$ cat src/rtl/wb_arbiter_s.sv
// wb_arbiter_s: writeback sequencer merging ALU and load results onto one register-bank
// write port. Two small FIFOs (one per source), a round-robin arbiter that drains at most one
// entry per cycle into a registered write port, and a per-register pending bitmap.
// Optional build macro: WB_DROP_X0_EN -- accepted transfers to register 0 are discarded
// instead of buffered.
module wb_arbiter_s #(
    parameter int unsigned DIR_WIDTH  = 5,
    parameter int unsigned DATA_WIDTH = 32,
    parameter int unsigned BUF_DEPTH  = 2
) (
    input  logic                    clk,
    input  logic                    arst_n,
    input  logic                    alu_valid,
    output logic                    alu_ready,
    input  logic [DIR_WIDTH-1:0]    alu_dir,
    input  logic [DATA_WIDTH-1:0]   alu_data,
    input  logic                    mem_valid,
    output logic                    mem_ready,
    input  logic [DIR_WIDTH-1:0]    mem_dir,
    input  logic [DATA_WIDTH-1:0]   mem_data,
    output logic                    write_en,
    output logic [DIR_WIDTH-1:0]    write_dir,
    output logic [DATA_WIDTH-1:0]   write_data,
    output logic [2**DIR_WIDTH-1:0] pending
);

    localparam int unsigned PtrW = (BUF_DEPTH > 1) ? $clog2(BUF_DEPTH) : 1;
    localparam int unsigned CntW = PtrW + 1;

    // Index 0 is the ALU source, index 1 is the MEM source.
    typedef enum logic {
        GntAlu = 1'b0,
        GntMem = 1'b1
    } grant_e;

    // Per-source FIFO state
    logic [DIR_WIDTH-1:0]  dir_q  [2][BUF_DEPTH];
    logic [DATA_WIDTH-1:0] data_q [2][BUF_DEPTH];
    logic [PtrW-1:0]       wptr_q [2];
    logic [PtrW-1:0]       wptr_d [2];
    logic [PtrW-1:0]       rptr_q [2];
    logic [PtrW-1:0]       rptr_d [2];
    logic [CntW-1:0]       cnt_q  [2];
    logic [CntW-1:0]       cnt_d  [2];

    // Source-indexed views of the input ports
    logic                  in_valid [2];
    logic [DIR_WIDTH-1:0]  in_dir   [2];
    logic [DATA_WIDTH-1:0] in_data  [2];
    logic [1:0]            ready;
    logic [1:0]            push;
    logic [1:0]            grant;

    grant_e                last_q;
    logic                  write_en_q;
    logic [DIR_WIDTH-1:0]  write_dir_q;
    logic [DATA_WIDTH-1:0] write_data_q;
    logic [DIR_WIDTH-1:0]  head_dir;
    logic [DATA_WIDTH-1:0] head_data;
    logic [2**DIR_WIDTH-1:0] pending_d;

    assign in_valid[0] = alu_valid;
    assign in_dir[0]   = alu_dir;
    assign in_data[0]  = alu_data;
    assign in_valid[1] = mem_valid;
    assign in_dir[1]   = mem_dir;
    assign in_data[1]  = mem_data;

    // Ready depends only on the registered count: a full FIFO stalls even if popped this cycle.
    always_comb begin
        for (int s = 0; s < 2; s++) begin
            ready[s] = (cnt_q[s] != CntW'(BUF_DEPTH));
`ifdef WB_DROP_X0_EN
            push[s]  = in_valid[s] && ready[s] && (in_dir[s] != '0);
`else
            push[s]  = in_valid[s] && ready[s];
`endif
        end
    end

    assign alu_ready = ready[0];
    assign mem_ready = ready[1];

    // Round-robin arbiter: on a tie, grant whichever source did not win last time.
    always_comb begin
        grant    = 2'b00;
        grant[0] = (cnt_q[0] != '0) && ((cnt_q[1] == '0) || (last_q == GntMem));
        grant[1] = (cnt_q[1] != '0) && !grant[0];
    end

    // Head of the granted FIFO
    always_comb begin
        if (grant[0]) begin
            head_dir  = dir_q[0][rptr_q[0]];
            head_data = data_q[0][rptr_q[0]];
        end else begin
            head_dir  = dir_q[1][rptr_q[1]];
            head_data = data_q[1][rptr_q[1]];
        end
    end

    // FIFO pointer and count next-state; a pop is exactly a grant.
    always_comb begin
        for (int s = 0; s < 2; s++) begin
            wptr_d[s] = push[s]  ? wptr_q[s] + PtrW'(1) : wptr_q[s];
            rptr_d[s] = grant[s] ? rptr_q[s] + PtrW'(1) : rptr_q[s];
            cnt_d[s]  = cnt_q[s] + CntW'(push[s]) - CntW'(grant[s]);
        end
    end

    // FIFO pointers and counts; reset empties both FIFOs.
    always_ff @(posedge clk or negedge arst_n) begin
        if (!arst_n) begin
            for (int s = 0; s < 2; s++) begin
                wptr_q[s] <= '0;
                rptr_q[s] <= '0;
                cnt_q[s]  <= '0;
            end
        end else begin
            for (int s = 0; s < 2; s++) begin
                wptr_q[s] <= wptr_d[s];
                rptr_q[s] <= rptr_d[s];
                cnt_q[s]  <= cnt_d[s];
            end
        end
    end

    // FIFO storage; contents are qualified by the count so no reset is needed.
    always_ff @(posedge clk) begin
        for (int s = 0; s < 2; s++) begin
            if (push[s]) begin
                dir_q[s][wptr_q[s]]  <= in_dir[s];
                data_q[s][wptr_q[s]] <= in_data[s];
            end
        end
    end

    // Registered write port and last-grant tracking; dir/data hold when nothing is granted.
    always_ff @(posedge clk or negedge arst_n) begin
        if (!arst_n) begin
            write_en_q   <= 1'b0;
            write_dir_q  <= '0;
            write_data_q <= '0;
            last_q       <= GntMem;
        end else begin
            write_en_q <= |grant;
            if (|grant) begin
                write_dir_q  <= head_dir;
                write_data_q <= head_data;
                last_q       <= grant[0] ? GntAlu : GntMem;
            end
        end
    end

    assign write_en   = write_en_q;
    assign write_dir  = write_dir_q;
    assign write_data = write_data_q;

    // Pending bitmap: every live FIFO slot of both sources plus the write port itself.
    always_comb begin
        pending_d = '0;
        for (int s = 0; s < 2; s++) begin
            for (int i = 0; i < int'(BUF_DEPTH); i++) begin
                // Slot i is live when its distance from the read pointer is below the count.
                if (CntW'(PtrW'(PtrW'(i) - rptr_q[s])) < cnt_q[s]) begin
                    pending_d[dir_q[s][i]] = 1'b1;
                end
            end
        end
        if (write_en_q) begin
            pending_d[write_dir_q] = 1'b1;
        end
        // Register 0 is hardwired, so a write to it never creates a hazard.
        pending_d[0] = 1'b0;
    end

    assign pending = pending_d;

endmodule

$ cat config.mk
export PLATFORM = sky130hd
export DESIGN_NAME = wb_arbiter_s
export DESIGN_NICKNAME = d
export VERILOG_FILES = /design/src/rtl/wb_arbiter_s.sv
export SDC_FILE = /design/constraint.sdc
export NUM_CORES = 1
export LEC_CHECK = 0
export ABC_AREA = 1
export BUFFER_PORTS_ARGS = -buffer_cell sky130_fd_sc_hd__buf_2
export CORE_MARGIN = 2
export CORE_UTILIZATION = 59
export CTS_CLUSTER_SIZE = 14
export DETAILED_ROUTE_END_ITERATION = 12
export PLACE_DENSITY = 0.86
export SLEW_MARGIN = 5
export SYNTH_ARGS = -nofsm -noshare
export SYNTH_HDL_FRONTEND = slang
export SYNTH_SLANG_ARGS = --single-unit
export TNS_END_PERCENT = 30
$ cat constraint.sdc
create_clock -name clk -period 7 [get_ports clk]
set_clock_uncertainty 0.2 [all_clocks]
set_input_delay 0.7 -clock clk [delete_from_list [all_inputs] [get_ports clk]]
set_output_delay 0.7 -clock clk [all_outputs]
set_load 0.02 [all_outputs]
# Yosys cells after proc, flatten, opt, wreduce, memory -nomap -nowiden
# Memories as Yosys holds them, arrays and structs flattened.
# Index checks and enable logic that the tools add are counted.
# totals
regBits,47
ramBits,148
inputBits,78
output_inout_bits,72
word_cells,115
mem_count,2
# mem_list
memory,depth,word_bits,read_ports,rd_clocked_by_memory_dff,write_ports,line,rtl
data_q,2,64,2,0,2,38,logic [DATA_WIDTH-1:0] data_q [2][BUF_DEPTH];
dir_q,2,10,2,0,2,37,logic [DIR_WIDTH-1:0] dir_q [2][BUF_DEPTH];
# classes
add_sub_neg,12
n_lt_le_gt_ge,20
eq_ne,2
muxes,44
bitwise,8
reduce_logical,17
# ops
op,n
32-bit 2-to-1 mux,14
64-bit 2-to-1 mux,2
32-bit OR,4
32-bit demux with 1-bit select,2
5-bit 2-to-1 mux,9
5-bit by 6-bit less-than comparator with 1-bit output (second input constant),5
1-bit demux with 5-bit select,5
5-bit by 1-bit >= comparator with 1-bit output (second input constant),5
10-bit 2-to-1 mux,2
1-bit logical AND,11
5-bit demux with 1-bit select,2
2-bit >= comparator (second input constant),4
1-bit by 2-bit less-than comparator with 1-bit output,4
1-bit 2-to-1 mux,8
1-bit inverter with 2-bit output,4
1-bit adder (second input constant),4
2-bit by 1-bit adder with 2-bit output,2
2-bit by 1-bit less-than comparator with 1-bit output (second input constant),2
2-bit != test (second input constant),2
2-bit nonzero test,2
1-bit subtractor (first input constant),4
2-bit by 1-bit subtractor with 2-bit output,2
2-bit logical NOT,1
2-bit OR reduction,1
other kinds (2),2

# Logic depth before layout (Yosys ltp)
# Gate-level depths: netlist of the first run.
# An unclocked memory read counts as a cell.
# depth
depth_word,14
ltp_mapped,10
mapped_depth_nobuf,9

# Worst setup path before layout of the first run
# No wires, ideal clock.
# synth_path
path_kind,in2reg
start,input port mem_valid
end,memory data_q[0][64] (netlist name) (enable)
setup_time_ns,0.433
t_arrival_ns,2.385
required_ns,6.367
setup_slack_ns,3.983
cell_stages,2
n_path_buf,0
cell_sequence,nand2_1 nor2_1
# synth_rtl
item,line,rtl
from (decl),17,"input logic mem_valid,"
to (decl),38,

# Final worst setup path of the first run
# layout_path
start,register rptr_q[1] (netlist name)
end,output port pending[1]
# layout_between
elab_chain_len,11
elab_cells_between_ends,13
cone_classes,add/sub (2); order compare (2); mux (5); bitwise (4)
# layout_rtl
item,line,rtl
from (decl),41,logic [PtrW-1:0] rptr_q [2];
"from (signal, indexed assignment)",122,rptr_q[s] <= rptr_d[s];
1-bit subtractor,165,if (CntW'(PtrW'(PtrW'(i) - rptr_q[s])) < cnt_q[s]) begin
1-bit by 2-bit less-than comparator with 1-bit output,165,
32-bit 2-to-1 mux,165,
32-bit OR (no line),--,
32-bit 2-to-1 mux (*),165,
32-bit OR (no line),--,
32-bit 2-to-1 mux (*),165,
32-bit OR (no line),--,
32-bit 2-to-1 mux (*),165,
32-bit OR (no line),--,
32-bit 2-to-1 mux (*),170,if (write_en_q) begin
to (decl),24,output logic [2**DIR_WIDTH-1:0] pending
# Every way passes the cells marked *; elsewhere a longest branch is shown, timed or not.

==> impl_results.md, run 1 <==
- Count of unique library cells instantiated by Yosys: 28
- Sinks on the clock net: around 200
- Max-cap violations: 0
- Number of storage elements in the synthesis netlist: 195
- Max_slew headroom: 0.222
- Drt initial violations: approximately 800
- Number of instances in the synthesized netlist: about 1.0k
- Cell Count Post-Placement: between 1k and 1.5k
- CTS Root Cell: sky130_fd_sc_hd__clkbuf_16
- Setup Crit Path Kind: register to output pin
- Placeable core area: approximately 0.015 sq mm
- Total number of yosys warnings: 0
- Count of buffers from port buffering: 148
- Required time of the critical path: 6.10 ns
- Fraction of synthesized cell area taken by the top area cell type: 0.486
- Number of optimization iterations in the first detailed-route pass: 8
- Leakage dissipation: 0.00485 uW
- CP Capture Point: pending[1]
- Via total after detailed routing: 7857
- HPWL after DPL: 20200 um
- Post_cts resized: 0
- Setup total negative slack: 0 ns
- Largest fanout on the critical path: 44
- Final cell count without fillers: 1368
- Status: finished, final reports clean
- Final GP Congestion: ~1.0
- Critical path launch point type: register
- Grt total ovfl: 0
- Classification of the worst-slack hold path: input pin to asynchronous set/reset pin
- Number of global-route vias before repair: between 7k and 8k
- Startpoint of the most critical register-to-register path: cnt_q[0]$_DFF_PN0_
- Clock edge transition at the registers on the reported setup and hold paths: 0.07 ns
- Hold-fix buffer count after cts: 0
- Sequential share of the synthesized area: 0.615
- Width of the die: 128 um
- End-of-flow core utilization: 0.696
- Clk Latency, worst-skew pair: 0.44 ns
- Biggest area contributors in the synthesized netlist: sky130_fd_sc_hd__edfxtp_1 49%, sky130_fd_sc_hd__nand2_1 15%, sky130_fd_sc_hd__dfrtp_1 13%
- Cell area reported after detailed placement: 0.00999 sq mm
- Largest vdd supply drop: 0.276 mV
- Cell area after layout: 0.0105 sq mm
- Total setup violations reported at the end of the flow: 0
- Global-route wire length before repair: 41700 um
- Area of the die: 0.0165 sq mm
- Final Routed Wirelength: 27700 um
- Maximum frequency from static timing analysis: 276 MHz
- Post-DR vias/cell: between 5 and 6
- Synthesized area: just over 0.009 sq mm
- Number of H-tree levels: 4
- WL/cell: approximately 20 um
- Starting utilization of the core area: 0.603
- Setup crit start: rptr_q[1]$_DFFE_PN0P_
- Clock buffers created by TritonCTS: 17
- Fill cells: 1153
- Net count after synthesis: roughly 1.1k
- Initial antenna violation count: 1
- Final critical-path share of the clock period: 0.518
- Capturing point of the worst reg2reg path: cnt_q[1]$_DFF_PN0_
- Clock period minus worst slack: roughly 3.6 ns
- Global Route Usage Sum: 0.346
- Post-CTS Repair Setup Buffers: 0
- Layout cells sized above 1: 0.179
- IO Pins: 150
- Clock tree from TritonCTS: yes
- Maximum number of pins on one net before global-route repair: 48
- Final Hold Vio Count: 0
- Worst reg2reg setup slack: 4.54 ns
- Max-slew violation total from the final report: 0
- Total power per unit cell area: 454 mW/mm^2
- Library cell occupying the most area in the post-synthesis netlist: sky130_fd_sc_hd__edfxtp_1
- Transition time at the pin with the least slew margin: ~1.2 ns
- Mean cell area of the mapped netlist: 8.94 sq um
- Area added between synthesis and finish: 15.4%
- Die Span Y: 128 um
- Worst Reg2Reg Path Length in Cells: 10
- Final ANT Viol Nets: 0
- Crit path DAT: 2.73 ns
- Rows: 45
- Maximum number of buffers from clock root to sink: 2
- Type of element capturing the critical path: output pin
- Number of nets at the end of the flow: between 1k and 1.5k
- RSZ-0062 raised after global routing: false
- Number of remaining DRC errors: 0
==> registers in the layout (all words and copies together) (netlist names) <==
register and flops:
data_q 128, write_data 32, dir_q 20, write_dir 5, cnt_q 4, rptr_q 2
wptr_q 2, last_q 1, write_en 1
==> worst max-delay path: stages (launching register included) <==
cell and delay (ns):
sky130_fd_sc_hd__dfrtp_1 0.36, sky130_fd_sc_hd__buf_4 0.26, sky130_fd_sc_hd__inv_2 0.53, sky130_fd_sc_hd__nand2_1 0.13
sky130_fd_sc_hd__nand2_2 0.33, sky130_fd_sc_hd__nand2_1 0.22, sky130_fd_sc_hd__nor2_1 0.14, sky130_fd_sc_hd__nor2_1 0.05
sky130_fd_sc_hd__nand3_1 0.08, sky130_fd_sc_hd__buf_2 0.17
==> worst min path at each step <==
stage                     slack, ns                         end                        from  cells past startpoint
after global placement         0.27  write_data[11]$_DFFE_PN0P_  write_data[11]$_DFFE_PN0P_                      2
after floorplan                0.20          cnt_q[0]$_DFF_PN0_                      arst_n                      0
after global routing           0.21       rptr_q[0]$_DFFE_PN0P_                      arst_n                      2
after CTS                      0.17       rptr_q[0]$_DFFE_PN0P_                      arst_n                      2
final                          0.16       rptr_q[0]$_DFFE_PN0P_                      arst_n                      2
after detailed placement       0.28  write_data[11]$_DFFE_PN0P_  write_data[11]$_DFFE_PN0P_                      2
==> cells in the final DEF (no fill, tap or decap) <==
cell	n
sky130_fd_sc_hd__nand2_1	371
sky130_fd_sc_hd__nor2_1	180
sky130_fd_sc_hd__edfxtp_1	148
sky130_fd_sc_hd__buf_2	148
sky130_fd_sc_hd__nand3_1	120
sky130_fd_sc_hd__inv_1	60
sky130_fd_sc_hd__dfrtp_1	46
sky130_fd_sc_hd__o21ai_0	21
sky130_fd_sc_hd__clkbuf_16	17
sky130_fd_sc_hd__inv_2	7
sky130_fd_sc_hd__buf_4	6
sky130_fd_sc_hd__nor2_4	5
sky130_fd_sc_hd__inv_6	5
sky130_fd_sc_hd__xor2_1	4
sky130_fd_sc_hd__or2_2	4
sky130_fd_sc_hd__a21oi_1	4
sky130_fd_sc_hd__ha_1	4
sky130_fd_sc_hd__clkinv_2	4
sky130_fd_sc_hd__nand2_2	3
sky130_fd_sc_hd__a31oi_1	3
sky130_fd_sc_hd__nand3_2	3
sky130_fd_sc_hd__diode_2	2
sky130_fd_sc_hd__xnor2_1	2
sky130_fd_sc_hd__inv_8	2
sky130_fd_sc_hd__a21oi_2	1
sky130_fd_sc_hd__a21oi_4	1
sky130_fd_sc_hd__or2_1	1
sky130_fd_sc_hd__nand4_1	1
sky130_fd_sc_hd__nand2_4	1
sky130_fd_sc_hd__conb_1	1
sky130_fd_sc_hd__clkbuf_1	1
sky130_fd_sc_hd__clkinv_8	1
sky130_fd_sc_hd__clkinv_4	1
sky130_fd_sc_hd__clkinvlp_4	1
sky130_fd_sc_hd__dfstp_2	1
==> logic make-up (layout without fill, tap and decap cells) <==
logic type,count (synthesis),after routing,synth area share
simple gates,689,689,0.306
other cells,1,3,0.000410
buf+inv,97,253,0.0493
fa+ha+maj,4,4,0.00548
flops,195,195,0.615
compound gates,30,30,0.0185
xor+xnor,6,6,0.00575
==> final cells by class <==
| cell class | instances | area [sq um] | area share |
|---|---|---|---|
| flip-flops and latches | 195 | 5620 | 0.533 |
| diodes | 2 | 5.00 | 0.000475 |
| repair buffers | 154 | 786 | 0.0745 |
| well taps | 188 | 235 | 0.0223 |
| multi-input cells | 730 | 3100 | 0.294 |
| clock inverters | 14 | 119 | 0.0113 |
| clock buffers | 18 | 429 | 0.0407 |
| inverters | 67 | 251 | 0.0238 |
==> report_power, final <==
| group | switching, uW | leakage, uW | internal [uW] |
|---|---|---|---|
| sequential | 194 | 0.00193 | 1630 |
| combinational | 1510 | 0.00264 | 530 |
| clock | 446 | 0.000272 | 465 |
==> Yosys cell counts, drive strengths merged <==
library cell / n
xor2: 4
buf: 27
nor2: 185
nand3: 123
xnor2: 2
clkbuf: 3
inv: 67
nand2: 375
o21ai: 21
dfstp: 1
ha: 4
a21oi: 6
or2: 5
conb: 1
edfxtp: 148
a31oi: 3
nand4: 1
dfrtp: 46
==> metal layers <==
metal	up-vias	wire length (um)	track usage
li1	3594	-	-
met1	3726	10300	0.428
met2	463	13900	0.594
met3	74	2170	0.0578
met4	0	1290	0.173
met5	-	0	0
==> stage by stage <==
stage	total power [uW]	hold WS, ns	worst slack [ns]
final	4780	0.158	3.37
after global routing	5040	0.207	3.07
after CTS	4760	0.174	3.42
after detailed placement	3840	0.277	3.88
after global placement	3770	0.272	3.89
after floorplan	3170	0.204	3.98
Power figures use the tool's default switching activity.
==> run 2, diff against run 1 <==
- ABC_AREA: 1 -> 0
- CORE_UTILIZATION: 59 -> 56
- PLACE_DENSITY: 0.86 -> 0.83
- clock period: 7 -> 3.57 ns (I/O delays scaled with it)
==> impl_results.md, run 2 <==
- Type of element capturing the critical path: output pin
- CP Capture Point: pending[15]
- Drt initial violations: 566 (-31%)
- Asr flop ratio synth: 0.241 (unchanged)
- CTS Root Cell: sky130_fd_sc_hd__clkbuf_16
- Maximum number of pins on one net before global-route repair: 49 (+2.1%)
- Number of storage elements in the synthesis netlist: 195 (unchanged)
- Master of the slowest instance on the critical path: sky130_fd_sc_hd__dfrtp_1
- Count of buffers from port buffering: 148 (unchanged)
- RSZ-0062 raised after global routing: false
- Number of optimization iterations in the first detailed-route pass: 5 (-3)
- Post-DR vias/cell: 6.30 (+9.7%)
- Via total after detailed routing: 6595 (-16%)
- Highest-count cells in the layout ignoring fill and taps: 148 x sky130_fd_sc_hd__edfxtp_1, 148 x sky130_fd_sc_hd__buf_2, 75 x sky130_fd_sc_hd__dlygate4sd3_1
- Clock buffers created by TritonCTS: 17 (unchanged)
- Fraction of synthesized cell area taken by the top area cell type: 0.513 (+0.0264)
- Min Hold Slack: 0.127 ns (-0.0316 ns)
- Final ANT Viol Nets: 0 (unchanged)
- IO Pins: 150 (unchanged)
- Largest incremental delay on the critical path: 0.67 ns (+0.14 ns)
- Area added between synthesis and finish: 26.1%
- Library cell occupying the most area in the post-synthesis netlist: sky130_fd_sc_hd__edfxtp_1
- Max-slew violation total from the final report: 0 (unchanged)
- Number of remaining DRC errors: 0 (unchanged)
- Dominant synthesized flop cell: sky130_fd_sc_hd__edfxtp_1
- Maximum number of buffers from clock root to sink: 2 (unchanged)
- Setup Crit Path Kind: register to output pin
- Capturing point of the worst reg2reg path: cnt_q[1]$_DFF_PN0_
- Cell Count Post-Placement: 939 (-30%)
- Grt total ovfl: 0 (unchanged)
- Width of the die: 128 um (about the same)
- Required time of the critical path: 3.01 ns (-3.09 ns)
- Setup total negative slack: 0 ns (unchanged)
- Largest vdd supply drop: 0.463 mV (+68%)
- Final Hold Vio Count: 0 (unchanged)
- Critical path depth: 5 (-4)
- Crit path DAT: 2.56 ns (-0.17 ns)
- Worst Path Buf+Inv: 1 (-2)
- Max-cap violations: 0 (unchanged)
- WL/cell: 23.3 um (+15%)
- Commonest cells in the synthesized netlist: 148 x sky130_fd_sc_hd__edfxtp_1, 74 x sky130_fd_sc_hd__mux2i_1, 55 x sky130_fd_sc_hd__nand2_1
- Number of instances in the synthesized netlist: 634 (-38%)
- Sequence of cells on the critical path: a21o_1 -> nand3_1 -> o22ai_1 -> or3_1 -> buf_2
- Die Span Y: 128 um (about the same)
- Final cell count without fillers: 1047 (-23%)
- Clock period minus worst slack: roughly 3.1 ns
- Final critical-path share of the clock period: 0.873
- Transition time at the pin with the least slew margin: 1.04 ns (-0.120 ns)
- Number of flops mapped to enable cells by yosys: 148 (unchanged)
- Sinks on the clock net: 195 (unchanged)
- HPWL after DPL: 15300 um (-24%)
- Final Routed Wirelength: 24400 um (-12%)
- Clk Latency, worst-skew pair: 0.43 ns (about the same)
- Sequential share of the synthesized area: 0.648 (+0.0334)
- Global Route Usage Sum: 0.301 (-0.0449)
- Total power per unit cell area: 864 mW/mm^2 (+91%)
- Leakage dissipation: 0.00437 uW (-10%)
- Count of unique library cells instantiated by Yosys: 51 (+82%)
- Global-route wire length before repair: 36900 um (-11%)
- Most repeated cell in the gate-level netlist after synthesis: sky130_fd_sc_hd__edfxtp_1
- Number of flip-flops in the largest register: 128 (unchanged)
- Total number of yosys warnings: 0 (unchanged)
- Layout cells sized above 1: 0.248 (+0.0691)
- Critical path launch point type: register
- Clock edge transition at the registers on the reported setup and hold paths: 0.07 ns (about the same)
- Largest fanout on the critical path: 16 (-64%)
- Classification of the worst-slack hold path: input pin to register
- Area of the die: 0.0165 sq mm (about the same)
- Number of global-route vias before repair: 6639 (-12%)
- Critical path's top delay family: compound AO/OA/AOI/OAI gates
- Post_cts resized: 0 (unchanged)
- Mean cell area of the mapped netlist: 13.7 sq um (+53%)
- Status: finished, final reports clean
- Net count after synthesis: 716 (-35%)
- Placeable core area: 0.0151 sq mm (unchanged)
- Final GP Congestion: 0.978 (-2.4%)
- Rows: 45 (unchanged)
- Synthesized area: 0.00867 sq mm (-5.1%)
- Number of H-tree levels: 4 (unchanged)
- Worst reg2reg setup slack: 0.73 ns (-3.81 ns)
- Number of nets at the end of the flow: 927 (-26%)
- Biggest area contributors in the synthesized netlist: sky130_fd_sc_hd__edfxtp_1 51%, sky130_fd_sc_hd__dfrtp_1 13%, sky130_fd_sc_hd__mux2i_1 8.5%
- Total setup violations reported at the end of the flow: 0 (unchanged)
- Maximum frequency from static timing analysis: approximately 320 MHz
- Worst Reg2Reg Path Length in Cells: 11 (+1)
- Max_slew headroom: 0.304 (+0.0817)
- Clock tree from TritonCTS: yes
- Startpoint of the most critical register-to-register path: cnt_q[1]$_DFF_PN0_
- Starting utilization of the core area: 0.572 (-0.0311)
- Setup crit start: cnt_q[3]$_DFF_PN0_
- Initial antenna violation count: 1 (unchanged)
-- run 2: cell type report --
class                           count  area, sq um
Tap cell                          188          235
Antenna cell                        1         2.50
Clock inverter                     13          164
Timing Repair Buffer              232         1560
Clock buffer                       19          454
Multi-Input combinational cell    392         2870
Sequential cell                   195         5620
Inverter                            7         26.3
Fill cell                         940         4210
-- run 2: logic make-up (layout without fill, tap and decap cells) --
family                     count (synthesis)  count (layout)  synth area share
buffers and inverters                     47             271            0.0261
muxes                                     84              84            0.0984
adders and majority gates                  4               4           0.00577
other                                      1               2          0.000433
DFF                                      195             195             0.648
xor gates and xnor gates                   8               8           0.00808
and+or+nand+nor                          178             178             0.109
AOI/OAI and AO/OA                        117             117             0.104
-- run 2: repair_timing --
item | in CTS | in global routing
hold endpoints to repair | 172 | 0
buffers inserted | 0 | 0
hold buffers | 75 | 0
setup endpoints to repair | 0 | 0
-- run 2: how the worst min path moves through the flow --
stage | endpoint | cells after the start | from
2_1_floorplan | cnt_q[0]$_DFF_PN0_ | 0 | arst_n
3_3_place_gp | write_data[20]$_DFFE_PN0P_ | 1 | arst_n
3_5_place_dp | write_data[14]$_DFFE_PN0P_ | 1 | arst_n
4_1_cts | wptr_q[0]$_DFFE_PN0P_ | 3 | mem_valid
5_1_grt | wptr_q[0]$_DFFE_PN0P_ | 3 | mem_valid
6_report | wptr_q[0]$_DFFE_PN0P_ | 3 | mem_valid
-- run 2: power breakdown --
| part | internal, uW | switching [uW] |
|---|---|---|
| registers | 3210 | 590 |
| clock network | 1100 | 875 |
| logic | 1370 | 2300 |
-- run 2: per-layer routing --
layer,vias up,GRT usage,routed length (um)
li1,2893,-,-
met2,365,0.511,12400
met4,0,0.131,701
met5,-,0,0
met3,49,0.0565,1740
met1,3288,0.382,9640
-- run 2: worst min-delay path, stage by stage --
cell                      delay, ns
sky130_fd_sc_hd__buf_2         0.10
sky130_fd_sc_hd__nand2_1       0.17
sky130_fd_sc_hd__xnor2_1       0.09
-- run 2: through the flow --
| step | total power (uW) | instance area (sq um) | setup slack [ns] | util |
|---|---|---|---|---|
| floorplan | 6160 | 8670 | 0.435 | - |
| detailed placement | 7350 | 9560 | 0.748 | 0.631 |
| global route | 9860 | 10900 | 0.395 | 0.722 |
| global placement | 7180 | 9560 | 0.857 | 0.631 |
| finish | 9450 | 10900 | 0.455 | 0.722 |
| CTS | 9370 | 10900 | 0.558 | 0.722 |
==> run 3, diff against run 2 <==
- clock period: 3.57 -> 3.25 ns (I/O delays scaled with it)
==> impl_results.md, run 3 (synthesized netlist as in run 2, its figures left out) <==
- Final Routed Wirelength: 25600 um (+4.9%)
- Crit path DAT: 2.51 ns (-0.05 ns)
- Width of the die: 128 um (unchanged)
- CTS Root Cell: sky130_fd_sc_hd__clkbuf_16
- Number of flip-flops in the largest register: 128 (unchanged)
- Number of remaining DRC errors: 0 (unchanged)
- Drt initial violations: 638 (+13%)
- HPWL after DPL: 15400 um (+0.27%)
- Master of the slowest instance on the critical path: sky130_fd_sc_hd__dfrtp_1
- Area of the die: 0.0165 sq mm (unchanged)
- Required time of the critical path: 2.72 ns (-0.29 ns)
- Worst-case setup slack after placement: 0.717 ns (-0.0304 ns)
- Max-cap violations: 0 (unchanged)
- Maximum number of buffers from clock root to sink: 2 (unchanged)
- Grt total ovfl: 0 (unchanged)
- Clock tree from TritonCTS: yes
- Clock period minus worst slack: 3.04 ns
- Area added between synthesis and finish: 26.1% (unchanged)
- Multi-input combinational cell area: 0.00287 sq mm (unchanged)
- Sequence of cells on the critical path: a21o_1 -> nand3_1 -> o22ai_1 -> or3_1 -> buf_2
- Count of buffers from port buffering: 148 (unchanged)
- Number of nets at the end of the flow: 932 (+0.54%)
- Die Span Y: 128 um (unchanged)
- Leakage dissipation: 0.00437 uW (+0.20%)
- Highest-count cells in the layout ignoring fill and taps: 148 x sky130_fd_sc_hd__edfxtp_1, 148 x sky130_fd_sc_hd__buf_2, 75 x sky130_fd_sc_hd__dlygate4sd3_1
- Number of H-tree levels: 4 (unchanged)
- Setup Crit Path Kind: register to output pin
- Sequential cell area: 0.00562 sq mm (unchanged)
- Global Route Usage Sum: 0.316 (+0.0152)
- Largest incremental delay on the critical path: 0.67 ns (about the same)
- Max-slew violation total from the final report: 0 (unchanged)
- RSZ-0062 raised after global routing: false
- Final GP Congestion: 0.990 (+1.2%)
- IO Pins: 150 (unchanged)
- Total setup violations reported at the end of the flow: 0 (unchanged)
- Starting utilization of the core area: 0.572 (unchanged)
- Final setup slack of the worst path: 0.215 ns (-0.240 ns)
- Critical path's top delay family: compound AO/OA/AOI/OAI gates
- Total power per unit cell area: 947 mW/mm^2 (+9.5%)
- Setup total negative slack: 0 ns (unchanged)
- Global-route wire length before repair: 38500 um (+4.3%)
- Maximum number of pins on one net before global-route repair: 39 (-20%)
- Type of element capturing the critical path: output pin
- Tot Pwr: 10300 uW (+9.5%)
- Initial antenna violation count: 0 (-1)
- Maximum frequency from static timing analysis: 329 MHz
- Max_slew headroom: 0.406 (+0.102)
- Clk Latency, worst-skew pair: 0.44 ns (about the same)
- Status: finished, final reports clean
- Antenna diode count: 0 (-1)
- Final critical-path share of the clock period: 0.934
- Transition time at the pin with the least slew margin: 0.891 ns (-0.153 ns)
- Classification of the worst-slack hold path: input pin to register
- Largest fanout on the critical path: 16 (unchanged)
- Final Hold Vio Count: 0 (unchanged)
- Number of optimization iterations in the first detailed-route pass: 7 (+2)
- Largest vdd supply drop: 0.759 mV (+64%)
- Post-DR vias/cell: 6.37 (+1.2%)
- Clock edge transition at the registers on the reported setup and hold paths: 0.07 ns (about the same)
- Via total after detailed routing: 6700 (+1.6%)
- Worst Path Buf+Inv: 1 (unchanged)
- Rows: 45 (unchanged)
- Clock buffers created by TritonCTS: 17 (unchanged)
- Final ANT Viol Nets: 0 (unchanged)
- Fill cells: 945 (+0.53%)
- Layout cells sized above 1: 0.253 (+0.00436)
- Placeable core area: 0.0151 sq mm (unchanged)
- WL/cell: 24.4 um (+4.5%)
- Sinks on the clock net: 195 (unchanged)
- Number of global-route vias before repair: 6898 (+3.9%)
- Critical path launch point type: register
[run 3: cell count changes in the layout (fill, tap and decap cells not counted), sizes merged]
cell / previous run / this run
inv: 13 / 14
clkinv: 3 / 5
buf: 157 / 162
bufinv: 2 / 0
diode: 1 / 0
clkbuf: 19 / 18
[run 3: what timing repair did]
action,CTS,global route
endpoints found under the hold margin,171,0
hold buffers,75,0
setup endpoints to repair,0,0
buffers inserted,0,0
resized for setup,0,0
[run 3: cell type report]
cell class / count / area share
Multi-Input combinational cell: 392 / 0.262
Timing Repair Buffer: 237 / 0.147
Clock inverter: 14 / 0.0129
Clock buffer: 18 / 0.0393
Sequential cell: 195 / 0.514
Inverter: 7 / 0.00240
Tap cell: 188 / 0.0215
[run 3: final timing paths]
check	slack, ns	to	depth (start not counted)	startpoint
max	0.21	pending[15]	5	cnt_q[3]$_DFF_PN0_
min reg2reg	0.29	write_data[13]$_DFFE_PN0P_	2	write_data[13]$_DFFE_PN0P_
min in group asynchronous	0.31	write_data[17]$_DFFE_PN0P_	2	arst_n
max in group asynchronous	1.65	last_q$_DFFE_PN1P_	3	arst_n
min	0.1	wptr_q[0]$_DFFE_PN0P_	3	mem_valid
max reg2reg	0.87	data_q[0][30]$_DFFE_PP_	3	cnt_q[3]$_DFF_PN0_
[run 3: stage by stage]
stage / cells / cell area (sq um) / util / hold WS [ns]
6_report: 1051 / 10900 / 0.722 / 0.0974
5_1_grt: 1051 / 10900 / 0.722 / 0.144
4_1_cts: 1051 / 10900 / 0.722 / 0.0977
3_5_place_dp: 944 / 9610 / 0.635 / 0.213
3_3_place_gp: 944 / 9610 / 0.635 / 0.192
2_1_floorplan: 634 / 8670 / - / -0.171
[run 3: worst reg2reg max path, stage by stage, from the launching register on]
cell and delay, ns:
sky130_fd_sc_hd__dfrtp_1 0.56, sky130_fd_sc_hd__nand2b_1 0.22, sky130_fd_sc_hd__and3_2 0.81, sky130_fd_sc_hd__buf_4 0.31
[run 3: per-layer routing]
layer / vias up / track usage / part of all wire
met1: 3282 / 0.381 / 0.37
met5: - / 0 / 0
met4: 0 / 0.165 / 0.039
met2: 434 / 0.543 / 0.51
met3: 82 / 0.0620 / 0.079
li1: 2902 / - / -
[run 3: report_power, final]
part	switching [uW]	internal (uW)	total [uW]	leakage [uW]
Combinational	2680	1540	4220	0.00217
Sequential	582	3530	4110	0.00193
Clock	998	1020	2020	0.000275
Total	4260	6090	10300	0.00437
